$ cat src/rtl/core_v_mcu_pkg.sv
`default_nettype none
// ============================================================================
// Module      : core_v_mcu_pkg
// Description : Shared peripheral-bus register-interface types, the default
//               address map and router defaults.
// Revision    : 1.0 - initial release
// ============================================================================
package core_v_mcu_pkg;

    localparam int unsigned RegAddrWidth     = 32;
    localparam int unsigned RegDataWidth     = 32;
    localparam int unsigned NumRegSlaves     = 4;
    localparam int unsigned NumRegRules      = 4;
    localparam int unsigned RegTimeoutCycles = 1024;
    localparam logic [RegDataWidth-1:0] RegErrData = 32'hBADC_AB1E;

    // Address rule: idx selects the output port, end_addr is exclusive.
    typedef struct packed {
        logic [31:0]             idx;
        logic [RegAddrWidth-1:0] start_addr;
        logic [RegAddrWidth-1:0] end_addr;
    } rule_t;

    typedef struct packed {
        logic [RegAddrWidth-1:0]   addr;
        logic                      write;
        logic [RegDataWidth-1:0]   wdata;
        logic [RegDataWidth/8-1:0] wstrb;
        logic                      valid;
    } reg_req_t;

    typedef struct packed {
        logic [RegDataWidth-1:0] rdata;
        logic                    error;
        logic                    ready;
    } reg_rsp_t;

    // Default peripheral map: four 4 KiB windows, one per slave.
    localparam rule_t [NumRegRules-1:0] RegMap = '{
        '{idx: 32'd3, start_addr: 32'h0000_3000, end_addr: 32'h0000_4000},
        '{idx: 32'd2, start_addr: 32'h0000_2000, end_addr: 32'h0000_3000},
        '{idx: 32'd1, start_addr: 32'h0000_1000, end_addr: 32'h0000_2000},
        '{idx: 32'd0, start_addr: 32'h0000_0000, end_addr: 32'h0000_1000}
    };

    // Builds the completion returned to the master on any router-generated error.
    function automatic reg_rsp_t err_rsp(input logic [RegDataWidth-1:0] data);
        reg_rsp_t rsp;
        rsp.rdata = data;
        rsp.error = 1'b1;
        rsp.ready = 1'b1;
        return rsp;
    endfunction

endpackage
`default_nettype wire

$ cat src/rtl/reg_router_decode.sv
`default_nettype none
// ============================================================================
// Module      : reg_router_decode
// Description : Combinational first-match address decoder. Rules pointing at
//               a non-existent port are ignored so they cannot alias a slave.
// Revision    : 1.0 - initial release
// ============================================================================
module reg_router_decode
    import core_v_mcu_pkg::*;
#(
    parameter int unsigned NUM_RULES  = 4,
    parameter int unsigned NUM_SLAVES = 4,
    parameter int unsigned ADDR_WIDTH = 32,
    parameter int unsigned SEL_WIDTH  = (NUM_SLAVES > 1) ? $clog2(NUM_SLAVES) : 1
) (
    input  logic [ADDR_WIDTH-1:0]  i_addr,
    input  rule_t [NUM_RULES-1:0]  i_addr_map,
    output logic [SEL_WIDTH-1:0]   o_idx,
    output logic                   o_hit
);

    // Scan from the highest rule down so the lowest matching index is the last writer.
    always_comb begin
        o_idx = '0;
        o_hit = 1'b0;
        for (int i = NUM_RULES - 1; i >= 0; i--) begin
            if ((i_addr >= i_addr_map[i].start_addr[ADDR_WIDTH-1:0]) &&
                (i_addr <  i_addr_map[i].end_addr[ADDR_WIDTH-1:0]) &&
                (i_addr_map[i].idx < 32'(NUM_SLAVES))) begin
                o_idx = i_addr_map[i].idx[SEL_WIDTH-1:0];
                o_hit = 1'b1;
            end
        end
    end

endmodule
`default_nettype wire

$ cat src/rtl/reg_bus_router.sv
`default_nettype none
// ============================================================================
// Module      : reg_bus_router
// Description : Register-interface router: decodes one master onto
//               NUM_SLAVES ports with a decode-error responder, per-transaction
//               timeout, optional request cut and a saturating error counter.
// Revision    : 1.0 - initial release
// ============================================================================
module reg_bus_router
    import core_v_mcu_pkg::*;
#(
    parameter int unsigned           NUM_SLAVES     = NumRegSlaves,
    parameter int unsigned           NUM_RULES      = NumRegRules,
    parameter int unsigned           ADDR_WIDTH     = RegAddrWidth,
    parameter int unsigned           DATA_WIDTH     = RegDataWidth,
    parameter int unsigned           TIMEOUT_CYCLES = RegTimeoutCycles,
    parameter bit                    CUT_REQ        = 1'b1,
    parameter logic [DATA_WIDTH-1:0] ERR_DATA       = RegErrData
) (
    input  logic                        clk_i,
    input  logic                        rst_ni,
    input  rule_t    [NUM_RULES-1:0]    addr_map_i,
    input  reg_req_t                    in_req_i,
    output reg_rsp_t                    in_rsp_o,
    output reg_req_t [NUM_SLAVES-1:0]   out_req_o,
    input  reg_rsp_t [NUM_SLAVES-1:0]   out_rsp_i,
    input  logic                        clr_cnt_i,
    output logic                        busy_o,
    output logic                        dec_err_o,
    output logic                        tmo_err_o,
    output logic [15:0]                 err_cnt_o
);

    localparam int unsigned c_SEL_W = (NUM_SLAVES > 1) ? $clog2(NUM_SLAVES) : 1;
    localparam int unsigned c_CNT_W = (TIMEOUT_CYCLES > 0) ? $clog2(TIMEOUT_CYCLES + 1) : 1;
    localparam bit          c_TMO_EN = (TIMEOUT_CYCLES > 0);
    localparam logic [c_CNT_W-1:0] c_TMO_LAST =
        c_CNT_W'((TIMEOUT_CYCLES > 0) ? (TIMEOUT_CYCLES - 1) : 0);

    localparam logic [1:0] c_ST_IDLE = 2'd0;
    localparam logic [1:0] c_ST_FWD  = 2'd1;
    localparam logic [1:0] c_ST_ERR  = 2'd2;

    logic [1:0]         r_state;
    logic [c_SEL_W-1:0] r_sel;
    logic [c_CNT_W-1:0] r_tmo_cnt;
    logic [15:0]        r_err_cnt;

    reg_req_t           w_fwd_req;
    logic [c_SEL_W-1:0] w_dec_idx;
    logic               w_dec_hit;
    logic               w_idle_rdy;
    logic               w_fwd_rdy;
    logic               w_tmo_hit;
    logic               w_dec_err;
    logic               w_tmo_err;

    reg_router_decode #(
        .NUM_RULES  (NUM_RULES),
        .NUM_SLAVES (NUM_SLAVES),
        .ADDR_WIDTH (ADDR_WIDTH),
        .SEL_WIDTH  (c_SEL_W)
    ) u_decode (
        .i_addr     (in_req_i.addr[ADDR_WIDTH-1:0]),
        .i_addr_map (addr_map_i),
        .o_idx      (w_dec_idx),
        .o_hit      (w_dec_hit)
    );

    generate
        if (CUT_REQ) begin : g_cut_req
            reg_req_t r_req;

            // Hold a registered copy of the accepted request for the slave side.
            always_ff @(posedge clk_i or negedge rst_ni) begin
                if (!rst_ni) begin
                    r_req <= '0;
                end else if ((r_state == c_ST_IDLE) && in_req_i.valid && w_dec_hit) begin
                    r_req <= in_req_i;
                end
            end

            assign w_fwd_req = r_req;
        end else begin : g_pass_req
            assign w_fwd_req = in_req_i;
        end
    endgenerate

    assign w_idle_rdy = out_rsp_i[w_dec_idx].ready;
    assign w_fwd_rdy  = out_rsp_i[r_sel].ready;
    // A slave answer in the last allowed cycle takes precedence over the timeout.
    assign w_tmo_hit  = c_TMO_EN && (r_tmo_cnt == c_TMO_LAST);

    // Route the request to the selected port and steer the matching response back.
    always_comb begin
        out_req_o = '0;
        in_rsp_o  = '0;
        w_dec_err = 1'b0;
        w_tmo_err = 1'b0;
        case (r_state)
            c_ST_IDLE: begin
                // Zero-latency pass-through; gated by reset so outputs stay quiet while held.
                if (!CUT_REQ && rst_ni && in_req_i.valid && w_dec_hit) begin
                    out_req_o[w_dec_idx] = in_req_i;
                    if (w_idle_rdy) begin
                        in_rsp_o = out_rsp_i[w_dec_idx];
                    end
                end
            end
            c_ST_FWD: begin
                if (w_fwd_rdy) begin
                    out_req_o[r_sel]       = w_fwd_req;
                    out_req_o[r_sel].valid = 1'b1;
                    in_rsp_o               = out_rsp_i[r_sel];
                end else if (w_tmo_hit) begin
                    in_rsp_o  = err_rsp(ERR_DATA);
                    w_tmo_err = 1'b1;
                end else begin
                    out_req_o[r_sel]       = w_fwd_req;
                    out_req_o[r_sel].valid = 1'b1;
                end
            end
            c_ST_ERR: begin
                in_rsp_o  = err_rsp(ERR_DATA);
                w_dec_err = 1'b1;
            end
            default: begin
            end
        endcase
    end

    // Transaction FSM: selects the slave, tracks the stall budget, returns to idle on completion.
    always_ff @(posedge clk_i or negedge rst_ni) begin
        if (!rst_ni) begin
            r_state   <= c_ST_IDLE;
            r_sel     <= '0;
            r_tmo_cnt <= '0;
        end else begin
            case (r_state)
                c_ST_IDLE: begin
                    r_tmo_cnt <= '0;
                    if (in_req_i.valid) begin
                        r_sel <= w_dec_idx;
                        if (!w_dec_hit) begin
                            r_state <= c_ST_ERR;
                        end else if (CUT_REQ || !w_idle_rdy) begin
                            r_state <= c_ST_FWD;
                        end
                    end
                end
                c_ST_FWD: begin
                    if (w_fwd_rdy || w_tmo_hit) begin
                        r_state   <= c_ST_IDLE;
                        r_tmo_cnt <= '0;
                    end else if (c_TMO_EN) begin
                        r_tmo_cnt <= r_tmo_cnt + c_CNT_W'(1);
                    end
                end
                c_ST_ERR: begin
                    r_state <= c_ST_IDLE;
                end
                default: begin
                    r_state <= c_ST_IDLE;
                end
            endcase
        end
    end

    // Saturating count of error completions; a clear wins over a coincident error.
    always_ff @(posedge clk_i or negedge rst_ni) begin
        if (!rst_ni) begin
            r_err_cnt <= '0;
        end else if (clr_cnt_i) begin
            r_err_cnt <= '0;
        end else if ((w_dec_err || w_tmo_err) && (r_err_cnt != 16'hFFFF)) begin
            r_err_cnt <= r_err_cnt + 16'd1;
        end
    end

    assign busy_o    = (r_state != c_ST_IDLE);
    assign dec_err_o = w_dec_err;
    assign tmo_err_o = w_tmo_err;
    assign err_cnt_o = r_err_cnt;

endmodule
`default_nettype wire

$ cat config.mk
export PLATFORM = sky130hd
export DESIGN_NAME = reg_bus_router
export DESIGN_NICKNAME = d
export VERILOG_FILES = /design/src/rtl/core_v_mcu_pkg.sv /design/src/rtl/reg_router_decode.sv /design/src/rtl/reg_bus_router.sv
export SDC_FILE = /design/constraint.sdc
export NUM_CORES = 1
export LEC_CHECK = 0
export ABC_AREA = 1
export CORE_AREA = 5 5 362 364
export CTS_CLUSTER_DIAMETER = 40
export CTS_CLUSTER_SIZE = 25
export DETAILED_ROUTE_END_ITERATION = 8
export DIE_AREA = 0 0 367 369
export SYNTH_ARGS = -nofsm -noshare
export SYNTH_HDL_FRONTEND = slang
export SYNTH_HIERARCHICAL = 1
export SYNTH_SLANG_ARGS = --single-unit
$ cat constraint.sdc
create_clock -name clk_i -period 4.4 [get_ports clk_i]
set_clock_uncertainty 0.1 [all_clocks]
set_input_delay 0.44 -clock clk_i [delete_from_list [all_inputs] [get_ports clk_i]]
set_output_delay 0.44 -clock clk_i [all_outputs]
set_load 0.05 [all_outputs]
# Word level (Yosys, flattened, before mapping)

Index checks and enable logic that the tools add are counted.

Register bits: 101
Bits in latches: 0
Memory bits (writable): 0
ROM bits: 0
Input port bits: 593
Output and inout bits: 333
Word-level logic and storage cells: 85
Memories kept: 0

Add/subtract/negate cells: 2
Multiply operators: 0
Div/mod/pow operators: 0
Magnitude comparators: 14
Equality and inequality tests: 6
Shift-type cells: 0
Muxes and demuxes: 33
Bitwise gates (word level): 1
Reduce and logical (&&, ||, !) cells: 20

Operators with widths:

| cell                                                                    | number |
|---|---|
| 280-bit two-way mux                                                     | 3 |
| 280-bit AND                                                             | 1 |
| 280-bit bitwise mux                                                     | 1 |
| 70-bit demux with 2-bit select                                          | 2 |
| 32-bit >= comparator                                                    | 4 |
| 32-bit by 3-bit < comparator with 1-bit output, second input constant   | 4 |
| 32-bit < comparator                                                     | 4 |
| 34-bit two-way mux                                                      | 3 |
| 70-bit two-way mux                                                      | 1 |
| 34-bit binary-select mux with 2-bit select                              | 1 |
| 34-bit one-hot mux with 2 select lines                                  | 1 |
| 16-bit two-way mux                                                      | 2 |
| 11-bit one-hot mux with 2 select lines                                  | 1 |
| 16-bit by 1-bit adder with 16-bit output, second input constant         | 1 |
| 16-bit != test, second input constant                                   | 1 |
| 2-bit two-way mux                                                       | 7 |
| 1-bit logical AND                                                       | 12 |
| 11-bit by 1-bit adder with 11-bit output, second input constant         | 1 |
| 11-bit by 10-bit equality test with 1-bit output, second input constant | 1 |
| 11-bit two-way mux                                                      | 1 |
| 1-bit two-way mux                                                       | 9 |
| 2-bit nonzero test                                                      | 3 |
| 2-bit != test, second input constant                                    | 2 |
| 2-bit one-hot mux with 2 select lines                                   | 1 |
| 7 further kinds                                                         | 9 |

# Depth between registers and ports, before layout

Word-level depth: 10
Mapped depth: 21
Mapped depth without buffers: 21

# Cells and area by module

Netlist, hierarchy kept.

Modules (own cells, without submodules):

| module            | instances | cells each | area each (um^2) | sequential area each (um^2) |
|---|---|---|---|---|
| reg_router_decode | 1         | 1152       | 7035.5           | 0.0 |
| reg_bus_router    | 1         | 1061       | 6723.9           | 2502.4 |

# Worst setup path before layout

Ideal clock, no wire load.

Path kind: reg2out
From: reg r_state[0]
To: out in_rsp_o[10] (netlist bit)
Data arrival time: 2.203 ns
Data required time: 3.860 ns
Path slack: 1.657 ns
Cell stages (with the launch flop): 8
Buffers on the path: 1
Path through: dfrtp_1 inv_1 ha_1 inv_1 nand2_1 nand2_1 clkbuf_1 a21oi_1

RTL lines:

| element                  | RTL line              | text |
|---|---|---|
| start: declaration       | reg_bus_router.sv:44  | `logic [1:0] r_state;` |
| start signal: assignment | reg_bus_router.sv:135 | `r_state <= c_ST_IDLE;` |
| start signal: assignment | reg_bus_router.sv:145 | `r_state <= c_ST_ERR;` |
| start signal: assignment | reg_bus_router.sv:147 | `r_state <= c_ST_FWD;` |
| end: declaration         | reg_bus_router.sv:24  | `output reg_rsp_t in_rsp_o,` |

==> impl_metrics.toml <==
[cts]
cts_resized = 0
cts_setup_buffers = 0
cts_tree = "yes"
cts_hold_buf = 1
cts.sinks = 100
clk_pin_slew_ns = 0.09
cts_max_level = 3
clk_latency_ns = 0.39
cts_buffers = 9
clockBufferDepth = 2
clockRootBuffer = "clkbuf_16"

[timing]
rsz0062_at_grt = "no"
fin_setup_tns_ns = 0
max_freq_ghz = 0.2431
whs_ns = 0.4167
fin_ws_ns = 0.2863
drv_slew = 0
period_share_pct = 93.49
tightest_slew_ns = 0.9067
relSlewSlack_pct = 39.49
setup_viol = 0
hold_viol = 0
period_needed_ns = 4.114

[synth]
synth_compound_area_share_pct = 13.52
syn-num-nets = 3063
synthSimpleGateAreaFrac_pct = 30.34
async_flop_share_pct = 100.0
synthMuxAreaShare_pct = 0
ys_types = 42
synthFlopType = "dfrtp_1"
synth.most_common_cell = "nor2_1"
synth-edff-count = 0
synth_top_area_cell = "ha_1"
synth_top_family_by_area = "simple AND/OR/NAND/NOR gates"
postSynthCellCount = 2213
yosysSeqAreaShare_pct = 18.19
yosys_register_bits = 100
synth.cells.most_frequent = "nor2_1, inv_1, nand2_1"
synth.area.top_cells = "ha_1, dfrtp_1, nor2_1"
ys_warn_count = 6
syn_avg_cell_area_sq_um = 6.218
synthAdderAreaFrac_pct = 23.37
netlist_area_sq_um = 13760
synth_top_area_share_pct = 23.37
synth_xor_xnor_area_share_pct = 0.6365

[cells_and_area]
regArea_sq_um = 2502
fin_nets = 4008
fillers = 14221
drive_above_1_share_pct = 11.60
fin_cells = 4844
multi_input_area_sq_um = 9376
syn_to_final_growth_pct = 83.69
final_util_pct = 19.90

[die]
initial_core_util_pct = 10.83
io_pins = 926
num_rows = 131
die_w_um = 367
core_sq_um = 127000
dieArea_sq_um = 135400
die-height_um = 369

[job]
drv_cap = 0

[setup_path]
start_kind = "flop"
startpoint = "r_sel[0]"
reg2regPathDepth = 9
worstPathRequired_ns = 3.86
reg2reg_from = "r_sel[1]"
r2r-end = "err_cnt_o[15]"
worstPathArrival_ns = 3.57
cp_max_fo = 18
rrSetupSlack_ns = 1.67
crit_end = "in_rsp_o[27]"
worstSetupPathType = "flop to output port"
cp-end-kind = "output port"

[route]
drc = 0
routed_wl_um = 101900
num_vias = 18360
vias_per_cell = 3.790
postRouteAntennaNets = 0
initialDrtViolationCount = 1215
avgRoutedWirePerCell_um = 21.03
drtPass1Iterations = 5

[placed_design]
place_ws_ns = -0.3059
post-dp-hpwl_um = 90180
gp_congestion = 0.8744
port_buffers = 925
dp_cells = 4808

[power]
vdd_ir_drop_max_v = 0.0001542
p_per_area_nw_per_um2 = 131.9
total_leakage_power_nw = 13.19

[global_route]
grt_util_all_layers_pct = 14.22
grt-ovfl-total = 0
grt_max_degree = 73
grt_pass1_wl_um = 137500
grt_pass1_vias = 18384
antenna_found_initial = 28

[min_path]
hold_path.class = "flop to flop"
min_from = "r_state[0]"

[run_status]
status = "completed"
## final cells by class
class / count / area share [%]
Clock inverter: 7 / 0.2277
Antenna cell: 19 / 0.1881
Sequential cell: 100 / 9.901
Timing Repair Buffer: 1001 / 37.09
Clock buffer: 9 / 0.8911
Tap cell: 1662 / 8.228
Multi-Input combinational cell: 1617 / 37.10
Inverter: 429 / 6.371
## metal layers
metal	vias to the layer above	track usage [%]	wire length, um
li1	8992	-	-
met1	8419	17.90	43400
met2	829	24.16	47760
met3	110	3.639	8015
met4	10	3.721	2642
met5	-	0	60
## per-stage QoR
| step | total power [W] | cell area (sq um) |
|---|---|---|
| after floorplan | 0.001561 | 13760 |
| after global placement | 0.002506 | 24930 |
| after detailed placement | 0.002529 | 24930 |
| after CTS | 0.003410 | 25230 |
| after global routing | 0.003569 | 25230 |
| final | 0.003334 | 25270 |
## cell families (layout without fill, tap and decap cells)
family                   Yosys count  count (layout)
XOR/XNOR                          10              10
AO/OA/AOI/OAI                    337             337
other                              0              19
flip-flops                       100             100
AND/OR/NAND/NOR                 1013            1013
buffers and inverters            496            1446
adder cells (fa/ha/maj)          257             257
## cells in the final DEF, fill, tap and decap left out, types with 2 or more instances in the layout
master,n
nor2_1,444
nand2_1,400
nor4_2,2
a21o_1,3
a21oi_1,129
nor4_1,12
o22ai_1,26
o21a_1,9
nand4_1,50
nor3_1,14
o21bai_1,3
ha_1,257
nand2_2,2
buf_12,13
o221ai_1,8
xor2_1,9
nor2_4,3
clkinvlp_4,2
nor2_2,6
o211ai_1,3
diode_2,19
o21ai_0,124
clkdlybuf4s50_1,676
dfrtp_1,100
nand2_4,5
inv_6,2
a22oi_1,13
nand3_1,65
a21oi_2,2
a31oi_1,14
nand3_2,3
nand3b_1,2
clkbuf_16,9
buf_4,310
a211oi_1,2
inv_1,428
## registers in the layout, indices dropped and copies added, names as in the netlist
register         count
r_sel                2
r_state              2
g_cut_req.r_req     69
r_tmo_cnt           11
err_cnt_o           16
## critical path, cell delays in order, from the launching register on
cell and delay, ns:
dfrtp_1 0.76, nor2_2 0.10, buf_4 0.23, inv_1 0.53, o22ai_1 0.19, nor2_1 0.14, nor2_1 0.05, nor2_1 0.27
clkdlybuf4s50_1 0.89
## worst min path at each step
| stage | endpoint | cells after the start |
|---|---|---|
| 2_1_floorplan | err_cnt_o[0] | 0 |
| 3_3_place_gp | r_tmo_cnt[7] | 2 |
| 3_5_place_dp | r_tmo_cnt[7] | 2 |
| 4_1_cts | r_state[0] | 2 |
| 5_1_grt | r_state[1] | 2 |
| 6_report | r_state[0] | 2 |
## power breakdown
part | total [W] | switching (W) | internal, W
logic | 0.00157 | 0.000767 | 0.000803
registers | 0.000929 | 0.00000665 | 0.000922
clock network | 0.000835 | 0.000442 | 0.000393
total | 0.00333 | 0.00122 | 0.00212
Note: power is estimated with default switching activity, not from simulation.
